[src/rtl/m68k_bus_pkg.sv]
// Shared state encoding, request bundle and strobe constants
// for the 68000-style bus master.
package m68k_bus_pkg;

    typedef enum logic [3:0] {
        ST_IDLE,
        ST_S0,
        ST_S1,
        ST_S2,
        ST_S3,
        ST_S4,
        ST_S5,
        ST_S6,
        ST_S7,
        ST_W
    } bus_state_e;

    localparam logic STB_OFF = 1'b1;
    localparam logic STB_ON = 1'b0;
    localparam logic RW_READ = 1'b1;
    localparam logic [15:0] BERR_FILL = 16'hFFFF;

    typedef struct packed {
        logic [22:0] addr;
        logic        rw;
        logic        uds;
        logic        lds;
        logic [15:0] wdata;
    } bus_req_t;

endpackage

[src/rtl/m68k_bus_master_if.sv]
// Requester handshake plus 68000 bus pins, seen from the master
// (the sequencer) and the slave (requester and bus decode).
interface m68k_bus_master_if;

    logic        req;
    logic        req_rw;
    logic [22:0] req_addr;
    logic        req_uds;
    logic        req_lds;
    logic [15:0] req_wdata;
    logic        req_ready;
    logic        done;
    logic        berr;
    logic [15:0] rdata;
    logic [22:0] VA;
    logic        AS;
    logic        UDS;
    logic        LDS;
    logic        RW;
    logic [15:0] VD_o;
    logic        VD_oe;
    logic [15:0] VD_i;
    logic        DTACK;

    modport master (
        input  req, req_rw, req_addr, req_uds, req_lds, req_wdata,
        input  VD_i, DTACK,
        output req_ready, done, berr, rdata,
        output VA, AS, UDS, LDS, RW, VD_o, VD_oe
    );

    modport slave (
        output req, req_rw, req_addr, req_uds, req_lds, req_wdata,
        output VD_i, DTACK,
        input  req_ready, done, berr, rdata,
        input  VA, AS, UDS, LDS, RW, VD_o, VD_oe
    );

endinterface

[src/rtl/bus_tick_gen.sv]
// Free-running MCLK divider; tick_o marks the last count of each
// bus state period.
module bus_tick_gen #(
    parameter int TICK_DIV = 2
) (
    input  logic MCLK,
    input  logic RES_n,
    output logic tick_o
);

    localparam int CW = (TICK_DIV > 1) ? $clog2(TICK_DIV) : 1;
    localparam logic [CW-1:0] LAST = CW'(TICK_DIV - 1);

    logic [CW-1:0] cnt_q;
    logic [CW-1:0] cnt_d;

    assign tick_o = (cnt_q == LAST);
    assign cnt_d = tick_o ? '0 : cnt_q + 1'b1;

    always_ff @(posedge MCLK or negedge RES_n) begin
        if (!RES_n) begin
            cnt_q <= '0;
        end else begin
            cnt_q <= cnt_d;
        end
    end

endmodule

[src/rtl/m68k_bus_master.sv]
// Runs one 68000 bus cycle (S0-S7 plus wait pairs) per accepted
// request; all bus pins and requester outputs are registered.
module m68k_bus_master
    import m68k_bus_pkg::*;
#(
    parameter int TICK_DIV = 2,
    parameter int TIMEOUT  = 128
) (
    input  logic MCLK,
    input  logic RES_n,
    m68k_bus_master_if.master bus
);

    localparam int WCW = $clog2(TIMEOUT + 1);
    localparam logic [WCW-1:0] WLAST = WCW'(TIMEOUT - 1);

    logic           tick;
    bus_state_e     state_q;
    bus_req_t       req_q;
    logic [WCW-1:0] wcnt_q;
    logic           wph_q;
    logic           berr_pend_q;
    logic           dtk1_q, dtk2_q;
    logic           as_q, uds_q, lds_q, rw_q;
    logic [15:0]    vd_q;
    logic           oe_q;
    logic           done_q, berr_q, ready_q;
    logic [15:0]    rdata_q;

    bus_tick_gen #(.TICK_DIV(TICK_DIV)) u_tick (
        .MCLK  (MCLK),
        .RES_n (RES_n),
        .tick_o(tick)
    );

    always_ff @(posedge MCLK or negedge RES_n) begin
        if (!RES_n) begin
            state_q     <= ST_IDLE;
            req_q       <= '0;
            wcnt_q      <= '0;
            wph_q       <= 1'b0;
            berr_pend_q <= 1'b0;
            dtk1_q      <= 1'b1;
            dtk2_q      <= 1'b1;
            as_q        <= STB_OFF;
            uds_q       <= STB_OFF;
            lds_q       <= STB_OFF;
            rw_q        <= RW_READ;
            vd_q        <= '0;
            oe_q        <= 1'b0;
            done_q      <= 1'b0;
            berr_q      <= 1'b0;
            ready_q     <= 1'b1;
            rdata_q     <= '0;
        end else begin
            dtk1_q <= bus.DTACK;
            dtk2_q <= dtk1_q;
            done_q <= 1'b0;
            if (state_q == ST_IDLE && done_q) begin
                ready_q <= 1'b1;
            end
            if (tick) begin
                unique case (state_q)
                    ST_IDLE: begin
                        if (bus.req && ready_q) begin
                            req_q       <= '{addr: bus.req_addr,
                                             rw: bus.req_rw,
                                             uds: bus.req_uds,
                                             lds: bus.req_lds,
                                             wdata: bus.req_wdata};
                            rw_q        <= bus.req_rw;
                            ready_q     <= 1'b0;
                            wcnt_q      <= '0;
                            wph_q       <= 1'b0;
                            berr_pend_q <= 1'b0;
                            state_q     <= ST_S0;
                        end
                    end
                    ST_S0: state_q <= ST_S1;
                    ST_S1: begin
                        as_q <= STB_ON;
                        if (req_q.rw) begin
                            uds_q <= ~req_q.uds;
                            lds_q <= ~req_q.lds;
                        end
                        state_q <= ST_S2;
                    end
                    ST_S2: begin
                        if (!req_q.rw) begin
                            vd_q <= req_q.wdata;
                            oe_q <= 1'b1;
                        end
                        state_q <= ST_S3;
                    end
                    ST_S3: begin
                        if (!req_q.rw) begin
                            uds_q <= ~req_q.uds;
                            lds_q <= ~req_q.lds;
                        end
                        state_q <= ST_S4;
                    end
                    ST_S4: begin
                        state_q <= dtk2_q ? ST_W : ST_S5;
                    end
                    // Second half of each wait pair resamples DTACK
                    ST_W: begin
                        wph_q <= ~wph_q;
                        if (wph_q) begin
                            if (!dtk2_q) begin
                                state_q <= ST_S5;
                            end else if (wcnt_q == WLAST) begin
                                berr_pend_q <= 1'b1;
                                state_q     <= ST_S5;
                            end else begin
                                wcnt_q <= wcnt_q + 1'b1;
                            end
                        end
                    end
                    ST_S5: state_q <= ST_S6;
                    ST_S6: begin
                        if (req_q.rw) begin
                            rdata_q <= berr_pend_q ? BERR_FILL : bus.VD_i;
                        end
                        as_q    <= STB_OFF;
                        uds_q   <= STB_OFF;
                        lds_q   <= STB_OFF;
                        state_q <= ST_S7;
                    end
                    ST_S7: begin
                        done_q  <= 1'b1;
                        berr_q  <= berr_pend_q;
                        oe_q    <= 1'b0;
                        rw_q    <= RW_READ;
                        state_q <= ST_IDLE;
                    end
                    default: state_q <= ST_IDLE;
                endcase
            end
        end
    end

    assign bus.req_ready = ready_q;
    assign bus.done      = done_q;
    assign bus.berr      = berr_q;
    assign bus.rdata     = rdata_q;
    assign bus.VA        = req_q.addr;
    assign bus.AS        = as_q;
    assign bus.UDS       = uds_q;
    assign bus.LDS       = lds_q;
    assign bus.RW        = rw_q;
    assign bus.VD_o      = vd_q;
    assign bus.VD_oe     = oe_q;

endmodule

[src/flat_wrapper.sv]
// flat-port wrapper written by rule: the top's interface ports become plain ports
module m68k_bus_master_flat import m68k_bus_pkg::*;
#(
    parameter int TICK_DIV = 2,
    parameter int TIMEOUT  = 128
)
  (MCLK, RES_n, bus_req, bus_req_rw, bus_req_addr, bus_req_uds, bus_req_lds, bus_req_wdata, bus_VD_i, bus_DTACK, bus_req_ready, bus_done, bus_berr, bus_rdata, bus_VA, bus_AS, bus_UDS, bus_LDS, bus_RW, bus_VD_o, bus_VD_oe);
  m68k_bus_master_if bus_i ();
  input  logic MCLK;
  input  logic RES_n;
  input wire logic [$bits(bus_i.req)-1:0] bus_req;
  input wire logic [$bits(bus_i.req_rw)-1:0] bus_req_rw;
  input wire logic [$bits(bus_i.req_addr)-1:0] bus_req_addr;
  input wire logic [$bits(bus_i.req_uds)-1:0] bus_req_uds;
  input wire logic [$bits(bus_i.req_lds)-1:0] bus_req_lds;
  input wire logic [$bits(bus_i.req_wdata)-1:0] bus_req_wdata;
  input wire logic [$bits(bus_i.VD_i)-1:0] bus_VD_i;
  input wire logic [$bits(bus_i.DTACK)-1:0] bus_DTACK;
  output wire logic [$bits(bus_i.req_ready)-1:0] bus_req_ready;
  output wire logic [$bits(bus_i.done)-1:0] bus_done;
  output wire logic [$bits(bus_i.berr)-1:0] bus_berr;
  output wire logic [$bits(bus_i.rdata)-1:0] bus_rdata;
  output wire logic [$bits(bus_i.VA)-1:0] bus_VA;
  output wire logic [$bits(bus_i.AS)-1:0] bus_AS;
  output wire logic [$bits(bus_i.UDS)-1:0] bus_UDS;
  output wire logic [$bits(bus_i.LDS)-1:0] bus_LDS;
  output wire logic [$bits(bus_i.RW)-1:0] bus_RW;
  output wire logic [$bits(bus_i.VD_o)-1:0] bus_VD_o;
  output wire logic [$bits(bus_i.VD_oe)-1:0] bus_VD_oe;
  assign bus_i.req = bus_req;
  assign bus_i.req_rw = bus_req_rw;
  assign bus_i.req_addr = bus_req_addr;
  assign bus_i.req_uds = bus_req_uds;
  assign bus_i.req_lds = bus_req_lds;
  assign bus_i.req_wdata = bus_req_wdata;
  assign bus_i.VD_i = bus_VD_i;
  assign bus_i.DTACK = bus_DTACK;
  assign bus_req_ready = bus_i.req_ready;
  assign bus_done = bus_i.done;
  assign bus_berr = bus_i.berr;
  assign bus_rdata = bus_i.rdata;
  assign bus_VA = bus_i.VA;
  assign bus_AS = bus_i.AS;
  assign bus_UDS = bus_i.UDS;
  assign bus_LDS = bus_i.LDS;
  assign bus_RW = bus_i.RW;
  assign bus_VD_o = bus_i.VD_o;
  assign bus_VD_oe = bus_i.VD_oe;
  m68k_bus_master #(.TICK_DIV(TICK_DIV), .TIMEOUT(TIMEOUT)) u_core (.MCLK(MCLK), .RES_n(RES_n), .bus(bus_i));
endmodule
[config.mk]
export PLATFORM = sky130hd
export DESIGN_NAME = m68k_bus_master_flat
export DESIGN_NICKNAME = d
export VERILOG_FILES = /design/src/rtl/m68k_bus_pkg.sv /design/src/rtl/m68k_bus_master_if.sv /design/src/rtl/bus_tick_gen.sv /design/src/rtl/m68k_bus_master.sv /design/src/flat_wrapper.sv
export SDC_FILE = /design/constraint.sdc
export NUM_CORES = 1
export LEC_CHECK = 0
export ABC_CLOCK_PERIOD_IN_PS = 4490
export CORE_MARGIN = 2
export CORE_UTILIZATION = 51
export CTS_CLUSTER_DIAMETER = 100
export DETAILED_ROUTE_END_ITERATION = 12
export GPL_TIMING_DRIVEN = 0
export PLACE_DENSITY = 0.85
export SLEW_MARGIN = 15
export SYNTH_ARGS = -nofsm -noshare
export SYNTH_HDL_FRONTEND = slang
export SYNTH_SLANG_ARGS = --single-unit
[constraint.sdc]
create_clock -name MCLK -period 4.49 [get_ports MCLK]
set_input_delay 1.1225 -clock MCLK [delete_from_list [all_inputs] [get_ports MCLK]]
set_output_delay 1.1225 -clock MCLK [all_outputs]
set_load 0.02 [all_outputs]
==> impl_metrics.json, run 1 <==
{
  "grt_pass1_wl_um": 16400,
  "synth_ff_type": "dfrtp_1",
  "grtUsageTotal": 0.231,
  "rsz0062_at_grt": "false",
  "cts_root_buf": "clkbuf_8",
  "r2r_setup_slack_ns": 2.21,
  "synth_fp_nets": 507,
  "grt_pass1_vias": 3579,
  "synth_seq_cells": 99,
  "r2r-start": "u_core.state_q[3]",
  "gp_congestion": 0.899,
  "fin_setup_tns_ns": 0,
  "synthAdderAreaFrac": 0.00290,
  "dieHeight_um": 96.0,
  "antenna_found_initial": 0,
  "drive_gt1_frac": 0.144,
  "drc": 0,
  "cts.sinks": 99,
  "place_area_um2": 5720,
  "postCtsHoldBufs": 0,
  "cts_buffers": 9,
  "synth_area_per_cell_um2": 9.73,
  "die_area_um2": 9220,
  "area_growth_pct": 37.5,
  "slew_headroom": 0.367,
  "cp_slowest_cell": "clkdlybuf4s50_1",
  "hold_path.class": "reg -> reg",
  "clk_latency_ns": 0.35,
  "h-tree-depth": 3,
  "period_minus_slack_ns": 2.67,
  "final_util": 0.723,
  "final_nets": 643,
  "hold_depth": 0,
  "ios": 125,
  "crit_buf_inv": 1,
  "setup_viol_count_final": 0,
  "grt_max_degree": 62,
  "yosys-mux-area-fraction": 0.0518,
  "stdcell_area_um2": 5940,
  "dr.pass1.iters": 4,
  "setup.worst_path.end_class": "primary output",
  "synth_compound_area_frac": 0.0886,
  "report.power.total_mw": 3.75,
  "critPathTopFamily": "buffers and inverters",
  "synth-edff-count": 0,
  "core_um2": 8220,
  "reg2reg_depth": 6,
  "cts_buffer_depth": 2,
  "clk_pin_slew_worst_paths_ns": 0.09,
  "ys_warn_count": 0,
  "cp_max_fo": 5,
  "max_stage_delay_ns": 0.62,
  "dieWidth_um": 96.0,
  "viasPerCell": 5.17,
  "crit_path_start_kind": "register",
  "synth-xor-area-share": 0,
  "start_util": 0.526,
  "cts_resized": 0,
  "cap_viol_max_count": 0,
  "cts_tree": "built",
  "ant_nets": 0,
  "worstMarginPinSlew_ns": 0.941,
  "wl_per_cell_um": 14.7,
  "crit_chain": "clkdlybuf4s50_1",
  "synth_area_um2": 4320,
  "fin_skew_ns": 0.0128,
  "slew_violations": 0,
  "port_buffers": 124,
  "max_freq_ghz": 0.374,
  "synth_top_family_by_area": "simple AND/OR/NAND/NOR gates",
  "dp.cells": 674,
  "path_class": "reg -> out",
  "async_flop_share": 1.00,
  "synthCells": 444,
  "antenna_cells": 0,
  "vias": 3570,
  "drtIter0Drc": 220,
  "synth.distinct_cells": 49,
  "vdd_drop_max_uv": 361,
  "cp.arrival_ns": 1.55,
  "p_per_area_nw_per_um2": 632,
  "final_common_cell": "nand2_1",
  "routed_wl_um": 10100,
  "worstPathRequired_ns": 3.37,
  "hold_end": "u_core.dtk2_q",
  "cts_setup_buffers": 0,
  "grt_overflow_total": 0,
  "fin_crit_sh": 0.596,
  "status": "complete, no violations",
  "p_leak_nw": 2.70,
  "r2r-end": "u_core.bus.VD_o[11]",
  "hpwl_um": 7490,
  "yosysSeqAreaShare": 0.575,
  "hold_viol": 0,
  "synth-simple-area-share": 0.211,
  "hp-start": "u_core.dtk1_q",
  "layoutNonFillerInstCount": 690,
  "row_count": 33,
  "final_cell_mix": "nand2_1, clkdlybuf4s50_1, dfrtp_1, nor2_1"
}
power breakdown:
part | switching, mW | internal, mW
Clock | 0.311 | 0.317
Combinational | 0.816 | 0.833
Sequential | 0.224 | 1.25
Total | 1.35 | 2.40
cell type report:
type,instances,area [um2]
buffer,47,283
clock buffer,9,124
clock inverter,7,100
fill,603,2270
inverter,6,22.5
multi-input combinational,292,1530
sequential,99,2490
tap,105,131
timing repair buffer,125,1270
kinds of logic after synthesis:
kind of cell,after synthesis
fa+ha+maj,1
buf+inv,53
mux,20
simple gates,212
flops,99
compound gates,59
cell usage after synthesis (3+ instances only):
master / number / area share
and3_1: 3 / 0.0043
dfrtp_1: 92 / 0.53
o31ai_1: 4 / 0.0070
nor3b_1: 3 / 0.0052
inv_1: 6 / 0.0052
a21oi_1: 25 / 0.029
o211ai_1: 4 / 0.0070
buf_4: 24 / 0.042
o21ai_0: 9 / 0.010
nand2_1: 133 / 0.12
nand3_1: 10 / 0.012
nor2_1: 41 / 0.036
buf_2: 7 / 0.0081
dfstp_2: 7 / 0.043
mux2_2: 19 / 0.050
clkbuf_1: 15 / 0.013
flip-flops by register name, indices dropped and copies added, names as in the netlist, 4 cells and up:
register          cells
u_core.bus.VD_o      16
u_core.state_q        4
u_core.bus.rdata     16
u_core.bus.VA        23
u_core.wcnt_q         8
u_core.req_q         19
layer usage:
metal | GRT usage | up-vias | share of wire
li1 | - | 1719 | -
met1 | 0.291 | 1710 | 0.41
met2 | 0.386 | 127 | 0.50
met3 | 0.0697 | 14 | 0.074
met4 | 0.0655 | 0 | 0.016
met5 | 0 | - | 0
through the flow:
step           hold slack [ns]  worst slack, ns
5_1_grt                  0.373             1.77
4_1_cts                  0.362             1.80
3_5_place_dp             0.349             1.66
3_3_place_gp             0.346            -1.24
6_report                 0.361             1.82
2_1_floorplan            0.345             2.42
worst max path at each step:
| stage | end | slack (ns) | depth (start not counted) | from |
|---|---|---|---|---|
| 6_report | bus_req_ready | 1.82 | 1 | u_core.bus.req_ready |
| 5_1_grt | bus_RW | 1.77 | 1 | u_core.bus.RW |
| 4_1_cts | bus_RW | 1.80 | 1 | u_core.bus.RW |
| 3_5_place_dp | u_core.req_q[13] | 1.66 | 8 | bus_req |
| 3_3_place_gp | u_core.bus.rdata[3] | -1.24 | 1 | RES_n |
| 2_1_floorplan | u_core.wcnt_q[7] | 2.42 | 6 | bus_req |
No activity file was read; power rests on OpenSTA's default activity.
==> inputs of run 2 (changes only) <==
--- a/config.mk
+++ b/config.mk
@@ -5,13 +5,13 @@
 export SDC_FILE = /design/constraint.sdc
 export NUM_CORES = 1
 export LEC_CHECK = 0
-export ABC_CLOCK_PERIOD_IN_PS = 4490
+export ABC_CLOCK_PERIOD_IN_PS = 2300
 export CORE_MARGIN = 2
-export CORE_UTILIZATION = 51
+export CORE_UTILIZATION = 43
 export CTS_CLUSTER_DIAMETER = 100
 export DETAILED_ROUTE_END_ITERATION = 12
 export GPL_TIMING_DRIVEN = 0
-export PLACE_DENSITY = 0.85
+export PLACE_DENSITY = 0.76
 export SLEW_MARGIN = 15
 export SYNTH_ARGS = -nofsm -noshare
 export SYNTH_HDL_FRONTEND = slang
==> constraint.sdc (replaced) <==
create_clock -name MCLK -period 2.3 [get_ports MCLK]
set_input_delay 0.575 -clock MCLK [delete_from_list [all_inputs] [get_ports MCLK]]
set_output_delay 0.575 -clock MCLK [all_outputs]
set_load 0.02 [all_outputs]
==> impl_metrics.json, run 2 (synthesis results as in run 1) <==
{
  "status": "complete, no violations",
  "final_nets": 643,
  "row_count": 36,
  "reg2reg_depth": 7,
  "clk_pin_slew_worst_paths_ns": 0.09,
  "grt_max_degree": 76,
  "cts_buffer_depth": 2,
  "fill_cells": 870,
  "r2r_setup_slack_ns": 0.25,
  "cts_buffers": 9,
  "p_per_area_nw_per_um2": 1210,
  "cp.arrival_ns": 1.55,
  "fin_skew_ns": 0.00676,
  "cts_root_buf": "clkbuf_8",
  "critical_path.startpoint": "u_core.bus.req_ready",
  "die_area_um2": 10900,
  "period_minus_slack_ns": 2.13,
  "r2r-start": "u_core.state_q[1]",
  "area_growth_pct": 38.2,
  "h-tree-depth": 3,
  "start_util": 0.442,
  "cp_slowest_cell": "clkdlybuf4s50_1",
  "cp_max_fo": 5,
  "report.power.total_mw": 7.24,
  "pwr-share-seq": 0.397,
  "drtIter0Drc": 157,
  "grt_overflow_total": 0,
  "use_met2": 0.332,
  "path_depth": 1,
  "vdd_drop_max_uv": 711,
  "grtUsageTotal": 0.201,
  "path_class": "reg -> out",
  "crit_end": "bus_req_ready",
  "crit_chain": "clkdlybuf4s50_1",
  "rsz0062_at_grt": "false",
  "pwr-share-clk": 0.158,
  "routed_wl_um": 10300,
  "core_um2": 9770,
  "slew_violations": 0,
  "setup.worst_path.end_class": "primary output",
  "final_common_cell": "nand2_1",
  "cts_resized": 1,
  "p_leak_nw": 2.70,
  "pre_cts_slack_ns": -0.0739,
  "hold_path.class": "in -> async",
  "cts.sinks": 99,
  "place_area_um2": 5760,
  "slew_headroom": 0.598,
  "worstMarginPinSlew_ns": 0.599,
  "ios": 125,
  "cts_setup_buffers": 0,
  "grt_pass1_wl_um": 17600,
  "final_cell_mix": "nand2_1, clkdlybuf4s50_1, dfrtp_1, nor2_1, a21oi_1",
  "cap_viol_max_count": 0,
  "setup_viol_count_final": 0,
  "antenna_found_initial": 0,
  "dieWidth_um": 104,
  "max_freq_ghz": 0.471,
  "p_int_mw": 4.64,
  "grt.met1_usage": 0.254,
  "fin_setup_tns_ns": 0,
  "crit_buf_inv": 1,
  "max_stage_delay_ns": 0.61,
  "cts_tree": "built",
  "hold_viol": 0,
  "wl_per_cell_um": 14.4,
  "antenna_cells": 0,
  "vias": 3579,
  "dieHeight_um": 104,
  "crit_path_start_kind": "register",
  "critPathTopFamily": "buffers and inverters",
  "gp_congestion": 0.853,
  "setup_ws_ns": 0.175,
  "ant_nets": 0,
  "switching_power_mw": 2.60,
  "drive_gt1_frac": 0.140,
  "dr.pass1.iters": 4,
  "swShare": 0.359,
  "busiest_layer": "met2",
  "hpwl_um": 7520,
  "largest_register_ffs": 23,
  "final_util": 0.611,
  "stdcell_area_um2": 5970,
  "viasPerCell": 4.98,
  "grt_pass1_vias": 3662,
  "postCtsHoldBufs": 0,
  "worstPathRequired_ns": 1.73,
  "port_buffers": 124,
  "drc": 0,
  "clk_latency_ns": 0.36,
  "grt_util_met3": 0.0608,
  "r2r-end": "u_core.req_q[7]",
  "p_comb_frac": 0.445,
  "fin_crit_sh": 0.924
}
-- run 2: how the worst min path moves through the flow --
stage                                to  slack [ns]  cells after the start
CTS                     u_core.req_q[9]        0.05                      1
floorplan            u_core.berr_pend_q        0.28                      0
finish              u_core.bus.VD_o[12]        0.06                      1
global route         u_core.bus.VD_o[6]        0.06                      1
global placement          u_core.dtk2_q        0.35                      0
detailed placement        u_core.dtk2_q        0.35                      0
-- run 2: metrics by stage --
step	cells	hold slack [ns]
6_report	718	0.0621
2_1_floorplan	444	0.279
3_3_place_gp	701	0.350
4_1_cts	718	0.0513
3_5_place_dp	702	0.350
5_1_grt	718	0.0562
-- run 2: cell type report --
class                      instances  area [um2]  share of cell area
buffer                            47         283              0.0474
clock inverter                     3        46.3             0.00775
tap                              133         166              0.0279
multi-input combinational        292        1540               0.258
inverter                           6        22.5             0.00377
clock buffer                      13         159              0.0266
sequential                        99        2490               0.416
timing repair buffer             125        1270               0.213
-- run 2: power groups by stage --
stage | logic [mW] | registers, mW | clock network (mW)
floorplan | 1.61 | 3.13 | 0
CTS | 3.25 | 2.88 | 1.18
global route | 3.51 | 2.97 | 1.26
finish | 3.22 | 2.88 | 1.15
detailed placement | 3.23 | 2.90 | 0
global placement | 3.15 | 2.87 | 0
-- run 2: metal layers --
layer,part of all wire,vias to the layer above
met1,0.42,1735
li1,-,1721
met5,0,-
met3,0.075,10
met4,0.011,0
met2,0.49,113
==> inputs of run 3 (changes only) <==
--- a/config.mk
+++ b/config.mk
@@ -10,8 +10,10 @@
 export CORE_UTILIZATION = 43
 export CTS_CLUSTER_DIAMETER = 100
 export DETAILED_ROUTE_END_ITERATION = 12
+export GPL_ROUTABILITY_DRIVEN = 0
 export GPL_TIMING_DRIVEN = 0
 export PLACE_DENSITY = 0.76
+export SETUP_SLACK_MARGIN = 0.3
 export SLEW_MARGIN = 15
 export SYNTH_ARGS = -nofsm -noshare
 export SYNTH_HDL_FRONTEND = slang
==> impl_metrics.json, run 3 (synthesis results as in run 1) <==
{
  "crit_path_start_kind": "register",
  "drtIter0Drc": 192,
  "antenna_cells": 0,
  "final_nets": 646,
  "period_minus_slack_ns": 1.95,
  "cts.sinks": 99,
  "final_common_cell": "nand2_1",
  "fin_crit_sh": 0.848,
  "cts_buffers": 9,
  "fin_skew_ns": 0.00641,
  "grt_max_degree": 76,
  "h-tree-depth": 3,
  "worstMarginPinSlew_ns": 0.493,
  "setup_ws_ns": 0.349,
  "stdcell_area_um2": 6030,
  "die_area_um2": 10900,
  "grt_pass1_vias": 3683,
  "crit_buf_inv": 2,
  "rsz0062_at_grt": "true",
  "r2r_setup_slack_ns": 0.35,
  "grt_overflow_total": 0,
  "critical_path.startpoint": "u_core.state_q[2]",
  "dr.pass1.iters": 4,
  "hold_path.class": "in -> async",
  "max_stage_delay_ns": 0.52,
  "ff_latch_area_um2": 2490,
  "r2r-end": "u_core.wcnt_q[0]",
  "timing.hold.ws_ns": 0.0572,
  "setup.worst_path.end_class": "register",
  "fin_setup_tns_ns": 0,
  "max_freq_ghz": 0.513,
  "setup_viol_count_final": 0,
  "dieWidth_um": 104,
  "drc": 0,
  "grt_pass1_wl_um": 17700,
  "crit_chain": "or4_4, or2_1, buf_4, buf_6, a22oi_2, mux2i_1",
  "cap_viol_max_count": 0,
  "cts_tree": "built",
  "report.power.total_mw": 7.18,
  "vias": 3584,
  "cts_root_buf": "clkbuf_8",
  "slew_headroom": 0.671,
  "cp_slowest_cell": "or4_4",
  "fill_cells": 874,
  "drive_gt1_frac": 0.162,
  "dieHeight_um": 104,
  "vdd_drop_max_uv": 689,
  "clk_latency_ns": 0.36,
  "port_buffers": 124,
  "start_util": 0.442,
  "antenna_found_initial": 0,
  "ios": 125,
  "ant_nets": 0,
  "routed_wl_um": 10500,
  "wl_per_cell_um": 14.6,
  "p_per_area_nw_per_um2": 1190,
  "place_area_um2": 5760,
  "r2r-start": "u_core.state_q[2]",
  "slew_violations": 0,
  "worstPathRequired_ns": 2.54,
  "core_um2": 9770,
  "path_depth": 6,
  "hold_viol": 0,
  "status": "complete, no violations",
  "clk_pin_slew_worst_paths_ns": 0.09,
  "multi_input_area_um2": 1560,
  "viasPerCell": 4.97,
  "hpwl_um": 7520,
  "grtUsageTotal": 0.202,
  "postCtsHoldBufs": 0,
  "crit_end": "u_core.wcnt_q[0]",
  "row_count": 36,
  "area_growth_pct": 39.6,
  "largest_register_ffs": 23,
  "path_class": "reg -> reg",
  "p_leak_nw": 2.91,
  "cts_buffer_depth": 2,
  "critPathTopFamily": "simple AND/OR/NAND/NOR gates",
  "reg2reg_depth": 6,
  "cp_max_fo": 10,
  "cp.arrival_ns": 2.19,
  "pre_cts_slack_ns": -0.0739,
  "final_cell_mix": "nand2_1, clkdlybuf4s50_1, dfrtp_1, nor2_1, buf_4"
}
[run 3: cell types whose count changed in the layout (fill, tap and decap cells not counted), sizes merged]
cell | before | now
buf | 34 | 38
clkdlybuf4s50 | 123 | 93
dlymetal6s2s | 0 | 10
clkbuf | 28 | 27
dlygate4sd2 | 0 | 20
[run 3: worst register-to-register path: stages (launching register included)]
cell and delay (ns):
dfrtp_2 0.47, or4_4 0.52, or2_1 0.25, buf_4 0.16, buf_6 0.14, a22oi_2 0.21
mux2i_1 0.10
[run 3: layout make-up]
type                    count  share of cell area
clock buffers              13              0.0263
well taps                 133              0.0276
plain buffers              47              0.0500
repair buffers            128               0.214
flip-flops and latches     99               0.412
inverters                   6             0.00373
clock inverters             3             0.00768
multi-input cells         292               0.258
[run 3: power by group]
group,internal [mW],total (mW),switching (mW)
sequential,2.45,2.87,0.429
combinational,1.55,3.16,1.61
clock,0.566,1.15,0.582
[run 3: repair_timing]
item	4_1_cts	5_1_grt
pin swaps	1	3
endpoints found under the setup margin	64	71
resized for setup	23	31
buffers inserted	2	1
[run 3: per-stage QoR]
stage | cells | util
after floorplan | 444 | -
after global placement | 701 | 0.586
after detailed placement | 702 | 0.589
after CTS | 720 | 0.610
after global routing | 721 | 0.617
final | 721 | 0.617
[run 3: how the worst min path moves through the flow]
stage                        startpoint                   to  slack [ns]  cells past startpoint
final                             RES_n  u_core.bus.VD_o[12]        0.06                      1
after global placement    u_core.dtk1_q        u_core.dtk2_q        0.35                      0
after floorplan                   RES_n   u_core.berr_pend_q        0.28                      0
after CTS                         RES_n      u_core.req_q[9]        0.05                      1
after detailed placement  u_core.dtk1_q        u_core.dtk2_q        0.35                      0
after global routing              RES_n  u_core.bus.VD_o[12]        0.06                      1
[run 3: routing by layer]
metal	track usage	share of wire	vias up
met1	0.256	0.42	1738
li1	-	-	1733
met4	0.0685	0.014	0
met2	0.334	0.50	100
met5	0	0	-
met3	0.0595	0.067	13
